`src/rtl/jtframe_rom_nslots_arb_if.sv`:
```
// ---------------------------------------------------------------------------
// jtframe_rom_nslots_arb_if
//
// Read port between an N-slot ROM fetcher and one bank of the jtframe SDRAM
// controller.
//
// Signals:
//   sdram_req   fetcher -> controller  read request, held until sdram_ack
//   sdram_addr  fetcher -> controller  22-bit address in 16-bit words
//   sdram_ack   controller -> fetcher  request accepted
//   data_dst    controller -> fetcher  first 16-bit beat on data_read
//   data_rdy    controller -> fetcher  last beat on data_read, transfer done
//   data_read   controller -> fetcher  16-bit read data
//
// Modports:
//   master  the ROM fetcher side
//   slave   the SDRAM controller side
// ---------------------------------------------------------------------------
interface jtframe_rom_nslots_arb_if;
    logic        sdram_req;
    logic [21:0] sdram_addr;
    logic        sdram_ack;
    logic        data_dst;
    logic        data_rdy;
    logic [15:0] data_read;

    modport master (
        output sdram_req,
        output sdram_addr,
        input  sdram_ack,
        input  data_dst,
        input  data_rdy,
        input  data_read
    );

    modport slave (
        input  sdram_req,
        input  sdram_addr,
        output sdram_ack,
        output data_dst,
        output data_rdy,
        output data_read
    );
endinterface

```
`src/rtl/jtframe_rom_nslots_arb.sv`:
```
// ---------------------------------------------------------------------------
// jtframe_rom_nslots_arb
//
// N-slot ROM fetcher for one SDRAM bank. Each of the 2..4 client slots owns
// a tiny word cache; misses are queued as per-slot pending flags and served
// one at a time by a round-robin arbiter that drives a single SDRAM read
// port. A ROM download flushes every cache and blocks new requests.
//
// Parameters:
//   SLOTS    number of client slots, 2..4
//   DW       slot data width, 8, 16 or 32
//   AW       slot address width in DW-sized units, 8..22
//   OFFSETS  per-slot 16-bit-word SDRAM offset, slot k at [k*22 +: 22]
//
// Ports:
//   clk, rst_n     system clock, asynchronous active-low reset
//   downloading    ROM download in progress (flush + block)
//   slot_cs        per-slot chip select
//   slot_addr      packed slot addresses, slot k at [k*AW +: AW]
//   slot_ok        per-slot data valid for the current address
//   slot_dout      packed slot data, slot k at [k*DW +: DW]
//   sdram          master side of the SDRAM read port
//
// Build option:
//   JTFRAME_ROM_CACHE2_EN  when defined each slot holds two cache entries
//                          with 1-bit LRU replacement; otherwise one entry.
// ---------------------------------------------------------------------------
module jtframe_rom_nslots_arb #(
    parameter int                  SLOTS   = 2,
    parameter int                  DW      = 8,
    parameter int                  AW      = 18,
    parameter logic [SLOTS*22-1:0] OFFSETS = '0
) (
    input  logic                    clk,
    input  logic                    rst_n,
    input  logic                    downloading,
    input  logic [SLOTS-1:0]        slot_cs,
    input  logic [SLOTS*AW-1:0]     slot_addr,
    output logic [SLOTS-1:0]        slot_ok,
    output logic [SLOTS*DW-1:0]     slot_dout,
    jtframe_rom_nslots_arb_if.master sdram
);

`ifdef JTFRAME_ROM_CACHE2_EN
    localparam int NE = 2;
`else
    localparam int NE = 1;
`endif

    typedef enum logic [1:0] {
        ST_IDLE = 2'd0,
        ST_REQ  = 2'd1,
        ST_WAIT = 2'd2
    } state_t;

    // Arbiter state
    state_t          state_q, state_d;
    logic            req_q, req_d;
    logic [21:0]     addr_q, addr_d;
    logic [1:0]      cur_q, cur_d;
    logic [1:0]      last_q, last_d;
    logic [AW-1:0]   tagreg_q, tagreg_d;
    logic [15:0]     lo_q, lo_d;
    logic            drop_q, drop_d;
    logic [SLOTS-1:0] pend_q, pend_d;

    // Cache storage, one row per slot
    logic            valid_q [SLOTS][NE];
    logic            valid_d [SLOTS][NE];
    logic [AW-1:0]   tag_q   [SLOTS][NE];
    logic [AW-1:0]   tag_d   [SLOTS][NE];
    logic [31:0]     data_q  [SLOTS][NE];
    logic [31:0]     data_d  [SLOTS][NE];
`ifdef JTFRAME_ROM_CACHE2_EN
    logic [SLOTS-1:0] lru_q, lru_d;
`endif

    // Per-slot lookup results
    logic [AW-1:0]   addr_k  [SLOTS];
    logic [AW-1:0]   word_k  [SLOTS];
    logic [21:0]     sd_k    [SLOTS];
    logic [31:0]     sel_k   [SLOTS];
    logic            hit_e   [SLOTS][NE];
    logic [SLOTS-1:0] hit;

    // Arbiter choice
    logic            pick_found;
    logic [1:0]      pick;
    logic [31:0]     fill_word;

    // The SDRAM port only sees the registered request; a download in
    // progress masks it at once so a REQ cycle never leaks out.
    assign sdram.sdram_req  = req_q & ~downloading;
    assign sdram.sdram_addr = addr_q;

    // Cache lookup. The tag is the address of the cached 16/32-bit word,
    // so for 8-bit slots both bytes of a word share one entry and addr[0]
    // only picks the byte lane. SDRAM addresses wrap modulo 2^22.
    always_comb begin
        logic any_hit;
        slot_ok   = '0;
        slot_dout = '0;
        hit       = '0;
        any_hit   = 1'b0;
        for (int k = 0; k < SLOTS; k++) begin
            addr_k[k] = slot_addr[k*AW +: AW];
            word_k[k] = (DW == 8) ? (addr_k[k] >> 1) : addr_k[k];
            sd_k[k]   = ((DW == 32) ? (22'(word_k[k]) << 1) : 22'(word_k[k]))
                        + OFFSETS[k*22 +: 22];
            sel_k[k]  = data_q[k][0];
            any_hit   = 1'b0;
            for (int e = 0; e < NE; e++) begin
                hit_e[k][e] = valid_q[k][e] && (tag_q[k][e] == word_k[k]);
                if (hit_e[k][e]) begin
                    any_hit  = 1'b1;
                    sel_k[k] = data_q[k][e];
                end
            end
            hit[k]     = any_hit & slot_cs[k];
            slot_ok[k] = hit[k];
            if (hit[k]) begin
                if (DW == 8) begin
                    slot_dout[k*DW +: DW] = DW'(addr_k[k][0] ? sel_k[k][15:8]
                                                             : sel_k[k][7:0]);
                end else if (DW == 16) begin
                    slot_dout[k*DW +: DW] = DW'(sel_k[k][15:0]);
                end else begin
                    slot_dout[k*DW +: DW] = DW'(sel_k[k]);
                end
            end
        end
    end

    // Round-robin choice: scan forward from the slot after the last one
    // served, wrapping around, and take the first pending slot found.
    always_comb begin
        pick_found = 1'b0;
        pick       = 2'd0;
        for (int i = 1; i <= SLOTS; i++) begin
            for (int k = 0; k < SLOTS; k++) begin
                if (!pick_found && pend_q[k] &&
                    (k == ((int'(last_q) + i) % SLOTS))) begin
                    pick_found = 1'b1;
                    pick       = 2'(k);
                end
            end
        end
    end

    // Word written into the cache when the last beat arrives.
    always_comb begin
        if (DW == 32) begin
            fill_word = {sdram.data_read, lo_q};
        end else begin
            fill_word = {16'h0000, sdram.data_read};
        end
    end

    // Arbiter next state, pending flags and cache updates. Pending clears
    // when its fill lands even if the slot has moved on to a new address,
    // so the slot simply misses again on the following cycle. A flush wins
    // over everything: it wipes valid/pending and marks an in-flight
    // transfer so its data is thrown away when it drains.
    always_comb begin
        logic vic;
        state_d  = state_q;
        req_d    = req_q;
        addr_d   = addr_q;
        cur_d    = cur_q;
        last_d   = last_q;
        tagreg_d = tagreg_q;
        lo_d     = lo_q;
        drop_d   = drop_q;
        pend_d   = pend_q;
        valid_d  = valid_q;
        tag_d    = tag_q;
        data_d   = data_q;
        vic      = 1'b0;
`ifdef JTFRAME_ROM_CACHE2_EN
        lru_d    = lru_q;
`endif

        for (int k = 0; k < SLOTS; k++) begin
            if (slot_cs[k] && !hit[k]) begin
                pend_d[k] = 1'b1;
            end
`ifdef JTFRAME_ROM_CACHE2_EN
            // A hit makes its entry most-recently used.
            if (hit[k]) begin
                lru_d[k] = hit_e[k][0];
            end
`endif
        end

        case (state_q)
            ST_IDLE: begin
                if (!downloading && pick_found) begin
                    state_d = ST_REQ;
                    req_d   = 1'b1;
                    cur_d   = pick;
                    drop_d  = 1'b0;
                    for (int k = 0; k < SLOTS; k++) begin
                        if (pick == 2'(k)) begin
                            addr_d   = sd_k[k];
                            tagreg_d = word_k[k];
                        end
                    end
                end
            end
            ST_REQ: begin
                if (downloading) begin
                    state_d = ST_IDLE;
                    req_d   = 1'b0;
                end else if (sdram.sdram_ack) begin
                    state_d = ST_WAIT;
                    req_d   = 1'b0;
                end
            end
            ST_WAIT: begin
                if (downloading) begin
                    drop_d = 1'b1;
                end
                if ((DW == 32) && sdram.data_dst) begin
                    lo_d = sdram.data_read;
                end
                if (sdram.data_rdy) begin
                    state_d = ST_IDLE;
                    if (!drop_q && !downloading) begin
                        last_d = cur_q;
                        for (int k = 0; k < SLOTS; k++) begin
                            if (cur_q == 2'(k)) begin
`ifdef JTFRAME_ROM_CACHE2_EN
                                vic      = lru_q[k];
                                lru_d[k] = ~lru_q[k];
`else
                                vic      = 1'b0;
`endif
                                pend_d[k] = 1'b0;
                                for (int e = 0; e < NE; e++) begin
                                    if (e == int'(vic)) begin
                                        valid_d[k][e] = 1'b1;
                                        tag_d[k][e]   = tagreg_q;
                                        data_d[k][e]  = fill_word;
                                    end
                                end
                            end
                        end
                    end
                end
            end
            default: begin
                state_d = ST_IDLE;
                req_d   = 1'b0;
            end
        endcase

        if (downloading) begin
            pend_d = '0;
            for (int k = 0; k < SLOTS; k++) begin
                for (int e = 0; e < NE; e++) begin
                    valid_d[k][e] = 1'b0;
                end
            end
        end
    end

    // State registers. last-served starts at the final slot so that the
    // first scan after reset begins with slot 0.
    always_ff @(posedge clk or negedge rst_n) begin
        if (!rst_n) begin
            state_q  <= ST_IDLE;
            req_q    <= 1'b0;
            addr_q   <= '0;
            cur_q    <= '0;
            last_q   <= 2'(SLOTS - 1);
            tagreg_q <= '0;
            lo_q     <= '0;
            drop_q   <= 1'b0;
            pend_q   <= '0;
            for (int k = 0; k < SLOTS; k++) begin
                for (int e = 0; e < NE; e++) begin
                    valid_q[k][e] <= 1'b0;
                    tag_q[k][e]   <= '0;
                    data_q[k][e]  <= '0;
                end
            end
`ifdef JTFRAME_ROM_CACHE2_EN
            lru_q    <= '0;
`endif
        end else begin
            state_q  <= state_d;
            req_q    <= req_d;
            addr_q   <= addr_d;
            cur_q    <= cur_d;
            last_q   <= last_d;
            tagreg_q <= tagreg_d;
            lo_q     <= lo_d;
            drop_q   <= drop_d;
            pend_q   <= pend_d;
            for (int k = 0; k < SLOTS; k++) begin
                for (int e = 0; e < NE; e++) begin
                    valid_q[k][e] <= valid_d[k][e];
                    tag_q[k][e]   <= tag_d[k][e];
                    data_q[k][e]  <= data_d[k][e];
                end
            end
`ifdef JTFRAME_ROM_CACHE2_EN
            lru_q    <= lru_d;
`endif
        end
    end

endmodule

```
`src/flat_wrapper.sv`:
```
// flat-port wrapper written by rule: the top's interface ports become plain ports
module jtframe_rom_nslots_arb_flat 
#(
    parameter int                  SLOTS   = 2,
    parameter int                  DW      = 8,
    parameter int                  AW      = 18,
    parameter logic [SLOTS*22-1:0] OFFSETS = '0
)
  (clk, rst_n, downloading, slot_cs, slot_addr, slot_ok, slot_dout, sdram_sdram_req, sdram_sdram_addr, sdram_sdram_ack, sdram_data_dst, sdram_data_rdy, sdram_data_read);
  jtframe_rom_nslots_arb_if sdram_i ();
  input  logic clk;
  input  logic rst_n;
  input  logic downloading;
  input  logic [SLOTS-1:0] slot_cs;
  input  logic [SLOTS*AW-1:0] slot_addr;
  output logic [SLOTS-1:0] slot_ok;
  output logic [SLOTS*DW-1:0] slot_dout;
  output wire logic [$bits(sdram_i.sdram_req)-1:0] sdram_sdram_req;
  output wire logic [$bits(sdram_i.sdram_addr)-1:0] sdram_sdram_addr;
  input wire logic [$bits(sdram_i.sdram_ack)-1:0] sdram_sdram_ack;
  input wire logic [$bits(sdram_i.data_dst)-1:0] sdram_data_dst;
  input wire logic [$bits(sdram_i.data_rdy)-1:0] sdram_data_rdy;
  input wire logic [$bits(sdram_i.data_read)-1:0] sdram_data_read;
  assign sdram_sdram_req = sdram_i.sdram_req;
  assign sdram_sdram_addr = sdram_i.sdram_addr;
  assign sdram_i.sdram_ack = sdram_sdram_ack;
  assign sdram_i.data_dst = sdram_data_dst;
  assign sdram_i.data_rdy = sdram_data_rdy;
  assign sdram_i.data_read = sdram_data_read;
  jtframe_rom_nslots_arb #(.SLOTS(SLOTS), .DW(DW), .AW(AW), .OFFSETS(OFFSETS)) u_core (.clk(clk), .rst_n(rst_n), .downloading(downloading), .slot_cs(slot_cs), .slot_addr(slot_addr), .slot_ok(slot_ok), .slot_dout(slot_dout), .sdram(sdram_i));
endmodule
```
`config.mk`:
```
export PLATFORM = sky130hd
export DESIGN_NAME = jtframe_rom_nslots_arb_flat
export DESIGN_NICKNAME = d
export VERILOG_FILES = /design/src/rtl/jtframe_rom_nslots_arb_if.sv /design/src/rtl/jtframe_rom_nslots_arb.sv /design/src/flat_wrapper.sv
export SDC_FILE = /design/constraint.sdc
export NUM_CORES = 1
export LEC_CHECK = 0
export CAP_MARGIN = 25
export CORE_MARGIN = 4
export CORE_UTILIZATION = 30
export CTS_CLUSTER_SIZE = 20
export DETAILED_ROUTE_END_ITERATION = 8
export SYNTH_ARGS = -nofsm -noshare
export SYNTH_HDL_FRONTEND = slang
export SYNTH_SLANG_ARGS = --single-unit
export TNS_END_PERCENT = 50
```
`constraint.sdc`:
```
create_clock -name clk -period 3.4 [get_ports clk]
set_input_delay 0.34 -clock clk [delete_from_list [all_inputs] [get_ports clk]]
set_output_delay 0.34 -clock clk [all_outputs]
set_load 0.01 [all_outputs]
```
==> flow_metrics.env <==
export IMPL_finalHoldViolCount=27
export IMPL_fin_nets=506
export IMPL_cts_setup_buffers=0
export IMPL_core_um2=14700
export IMPL_numCtsBuffers=9
export IMPL_grt_pass1_wl_um=18200
export IMPL_synth_top_area_cell="dfrtp_1"
export IMPL_crit_path_start_kind="primary input"
export IMPL_dieArea_um2=17200
export IMPL_slew_violations=0
export IMPL_drtIter0Drc=92
export IMPL_clk_path_buf_depth=2
export IMPL_synth_top_area_frac=0.505
export IMPL_wirelength_um=11100
export IMPL_fin_crit_ns=3.01
export IMPL_setup_tns_ns=0
export IMPL_slew_headroom=0.390
export IMPL_htree_levels=3
export IMPL_initial_core_util=0.310
export IMPL_cts_sinks=93
export IMPL_antenna_found_initial=0
export IMPL_r2r_slack_ns=1.24
export IMPL_holdWs_ns=-0.0151
export IMPL_dp_hpwl_um=7830
export IMPL_ir_worst_vdd_mv=0.247
export IMPL_ys_seq_elements=93
export IMPL_ys_seq_area_frac=0.511
export IMPL_yosys_area_share_simple=0.0835
export IMPL_clk_latency_ns=0.34
export IMPL_synth_area_per_cell_um2=13.1
export IMPL_insertedDiodeCount=0
export IMPL_grt_use_total=0.132
export IMPL_tightest_slew_ns=0.913
export IMPL_synth_xor_xnor_area_share=0.0653
export IMPL_arrival_ns=2.67
export IMPL_final_period_utilization=0.884
export IMPL_first_pass_iters=4
export IMPL_drt_vias_per_instance=4.69
export IMPL_grt_pass1_vias=3424
export IMPL_gp_congestion=0.756
export IMPL_violations="hold timing"
export IMPL_area_growth_pct=30.3
export IMPL_grt_setup_unrepaired="no"
export IMPL_synthCells=348
export IMPL_post_route_drc_count=0
export IMPL_placed_cell_area_um2=5660
export IMPL_syn_area_um2=4560
export IMPL_p_leak_uw=0.00268
export IMPL_rows=44
export IMPL_critPathMaxFanout=9
export IMPL_synth_mux_area_fraction=0.261
export IMPL_critPathCaptureType="primary output"
export IMPL_vias=2979
export IMPL_post_place_ws_ns=0.382
export IMPL_clock_fmax_mhz=333
export IMPL_cts_tree="built"
export IMPL_hold_class="in -> async"
export IMPL_synth_compound_area_frac=0.0384
export IMPL_synth_cell_types=39
export IMPL_finalWorstSetupSlack_ns=0.394
export IMPL_setup_viol=0
export IMPL_cellPowerDensity_nw_per_um2=606
export IMPL_ios=101
export IMPL_criticalPathCategory="in -> out"
export IMPL_yosysWarningCount=0
export IMPL_reg2regPathDepth=4
export IMPL_cp_required_ns=3.06
export IMPL_timing_rr_end="u_core.data_q[11]"
export IMPL_drv_cap=0
export IMPL_layout_drive_gt1_share=0.215
export IMPL_clkTransAtPathRegs_ns=0.06
export IMPL_final_area_um2=5940
export IMPL_grt_max_degree=42
export IMPL_crit_start="slot_addr[5]"
export IMPL_portBuffers=94
export IMPL_ant_nets=0
export IMPL_post_cts_resized=0
export IMPL_yosys_area_share_adder=0
export IMPL_routedWlPerCell_um=17.5
export IMPL_synth_area_top_cells="dfrtp_1, mux2_4, mux2_2"
export IMPL_status="complete, but fails checks"
export IMPL_die_h_um=131
export IMPL_grt_overflow=0
export IMPL_cts_root_buffer="clkbuf_16"
export IMPL_dieWidth_um=131
export IMPL_synth_top_family_by_area="multiplexers"
export IMPL_crit_path_end="slot_dout[3]"
export IMPL_skew_ns=0.00666
export IMPL_r2r_start="u_core.state_q[0]"
export IMPL_cts_hold_buf=0
[cells in the final DEF (no fill, tap or decap), types with 2 or more instances in the layout]
cell type        Yosys  final
a21oi_1             17     17
buf_4                6     10
clkbuf_16            0      9
clkbuf_8             0      2
clkdlybuf4s50_1      0     93
clkinv_2             0      3
conb_1               1      5
dfrtp_1             92     92
inv_1                4      4
mux2_1               2      2
mux2_2              37     37
mux2_4              28     28
mux2i_1             33     33
nand2_1              2      2
nand3_1              4      4
nor2_1              25     25
nor3_1              10     10
nor3_4               2      2
nor4_1              16     16
o21ai_0              2      2
o31ai_1              2      2
xnor2_1              2      2
xor2_1              32     32
[Yosys cell counts]
library cell and n:
a21oi_1 17, o31ai_1 2, dfrtp_1 92, nand3_4 1
nand3b_1 1, and2_1 1, nand3_1 4, mux2_4 28
a2bb2oi_1 1, a211oi_1 1, nor3b_4 1, o2bb2ai_1 1
a21o_1 1, nor4_1 16, dfstp_2 1, o32ai_1 1
buf_2 4, xor2_1 32, inv_1 4, o21a_1 1
nor3_1 10, mux2i_1 33, nor2_1 25, buf_1 2
nand4bb_1 1, nor2b_2 1, mux2_2 37, buf_6 8
or2_1 1, o31a_1 1, buf_4 6, mux2_1 2
clkinv_1 1, conb_1 1, o21ai_0 2, nand2_1 2
nor3_4 2, xnor2_1 2, a21boi_0 1
[critical path, stage by stage]
cell	delay (ns)
clkdlybuf4s50_1	0.44
xor2_1	0.18
nor4_1	0.44
buf_4	0.20
nand3_1	0.07
buf_4	0.18
nor3_1	0.24
clkdlybuf4s50_1	0.58
[per-stage QoR]
stage | utilization | std cells | total power, µW | hold WS, ns
floorplan | - | 352 | 2290 | 0.0444
global placement | 0.385 | 619 | 2640 | 0.362
detailed placement | 0.385 | 619 | 2690 | 0.371
CTS | 0.404 | 635 | 3650 | 0.00212
global route | 0.404 | 635 | 3810 | 0.0174
finish | 0.404 | 635 | 3600 | -0.0151
[cells by family after synthesis]
kind of cell	after synthesis
mux	100
flops	93
simple gates	66
xor+xnor	34
compound gates	29
buf+inv	25
other cells	1
[power by group]
| group | internal [µW] | switching (µW) | leakage (µW) |
|---|---|---|---|
| clock | 532 | 414 | 0.000138 |
| combinational | 581 | 357 | 0.00136 |
| sequential | 1460 | 255 | 0.00119 |
[registers in the layout (all words and copies together), names as in the netlist]
signal and count:
u_core.drop_q 1, u_core.state_q 2, u_core.tag_q 34, u_core.tagreg_q 17, u_core.valid_q 2, u_core.pend_q 2
u_core.data_q 32, u_core.last_q 1, u_core.req_q 1, u_core.cur_q 1
[worst min-delay path by stage]
| stage | end | from | slack [ns] |
|---|---|---|---|
| floorplan | u_core.cur_q[0] | rst_n | 0.04 |
| global placement | u_core.req_q | rst_n | 0.36 |
| finish | u_core.tagreg_q[3] | rst_n | -0.02 |
| detailed placement | u_core.tagreg_q[3] | rst_n | 0.37 |
| CTS | u_core.tagreg_q[3] | rst_n | 0.002 |
| global route | u_core.tagreg_q[3] | rst_n | 0.02 |
[per-layer routing]
| layer | wire length, µm | up-vias | share of wire | GRT usage |
|---|---|---|---|---|
| met5 | 0 | - | 0 | 0 |
| met4 | 199 | 0 | 0.018 | 0.0484 |
| met3 | 454 | 14 | 0.041 | 0.0359 |
| met2 | 5360 | 64 | 0.48 | 0.217 |
| met1 | 5120 | 1480 | 0.46 | 0.169 |
| li1 | - | 1421 | - | - |
[area by class of cell]
type,instances,area [µm²]
sequential,93,2330
tap,184,230
clock buffer,12,256
multi-input combinational,234,2070
clock inverter,4,22.5
inverter,5,18.8
timing repair buffer,103,1010
fill,1382,8760
Note: power is estimated with default switching activity, not from simulation.
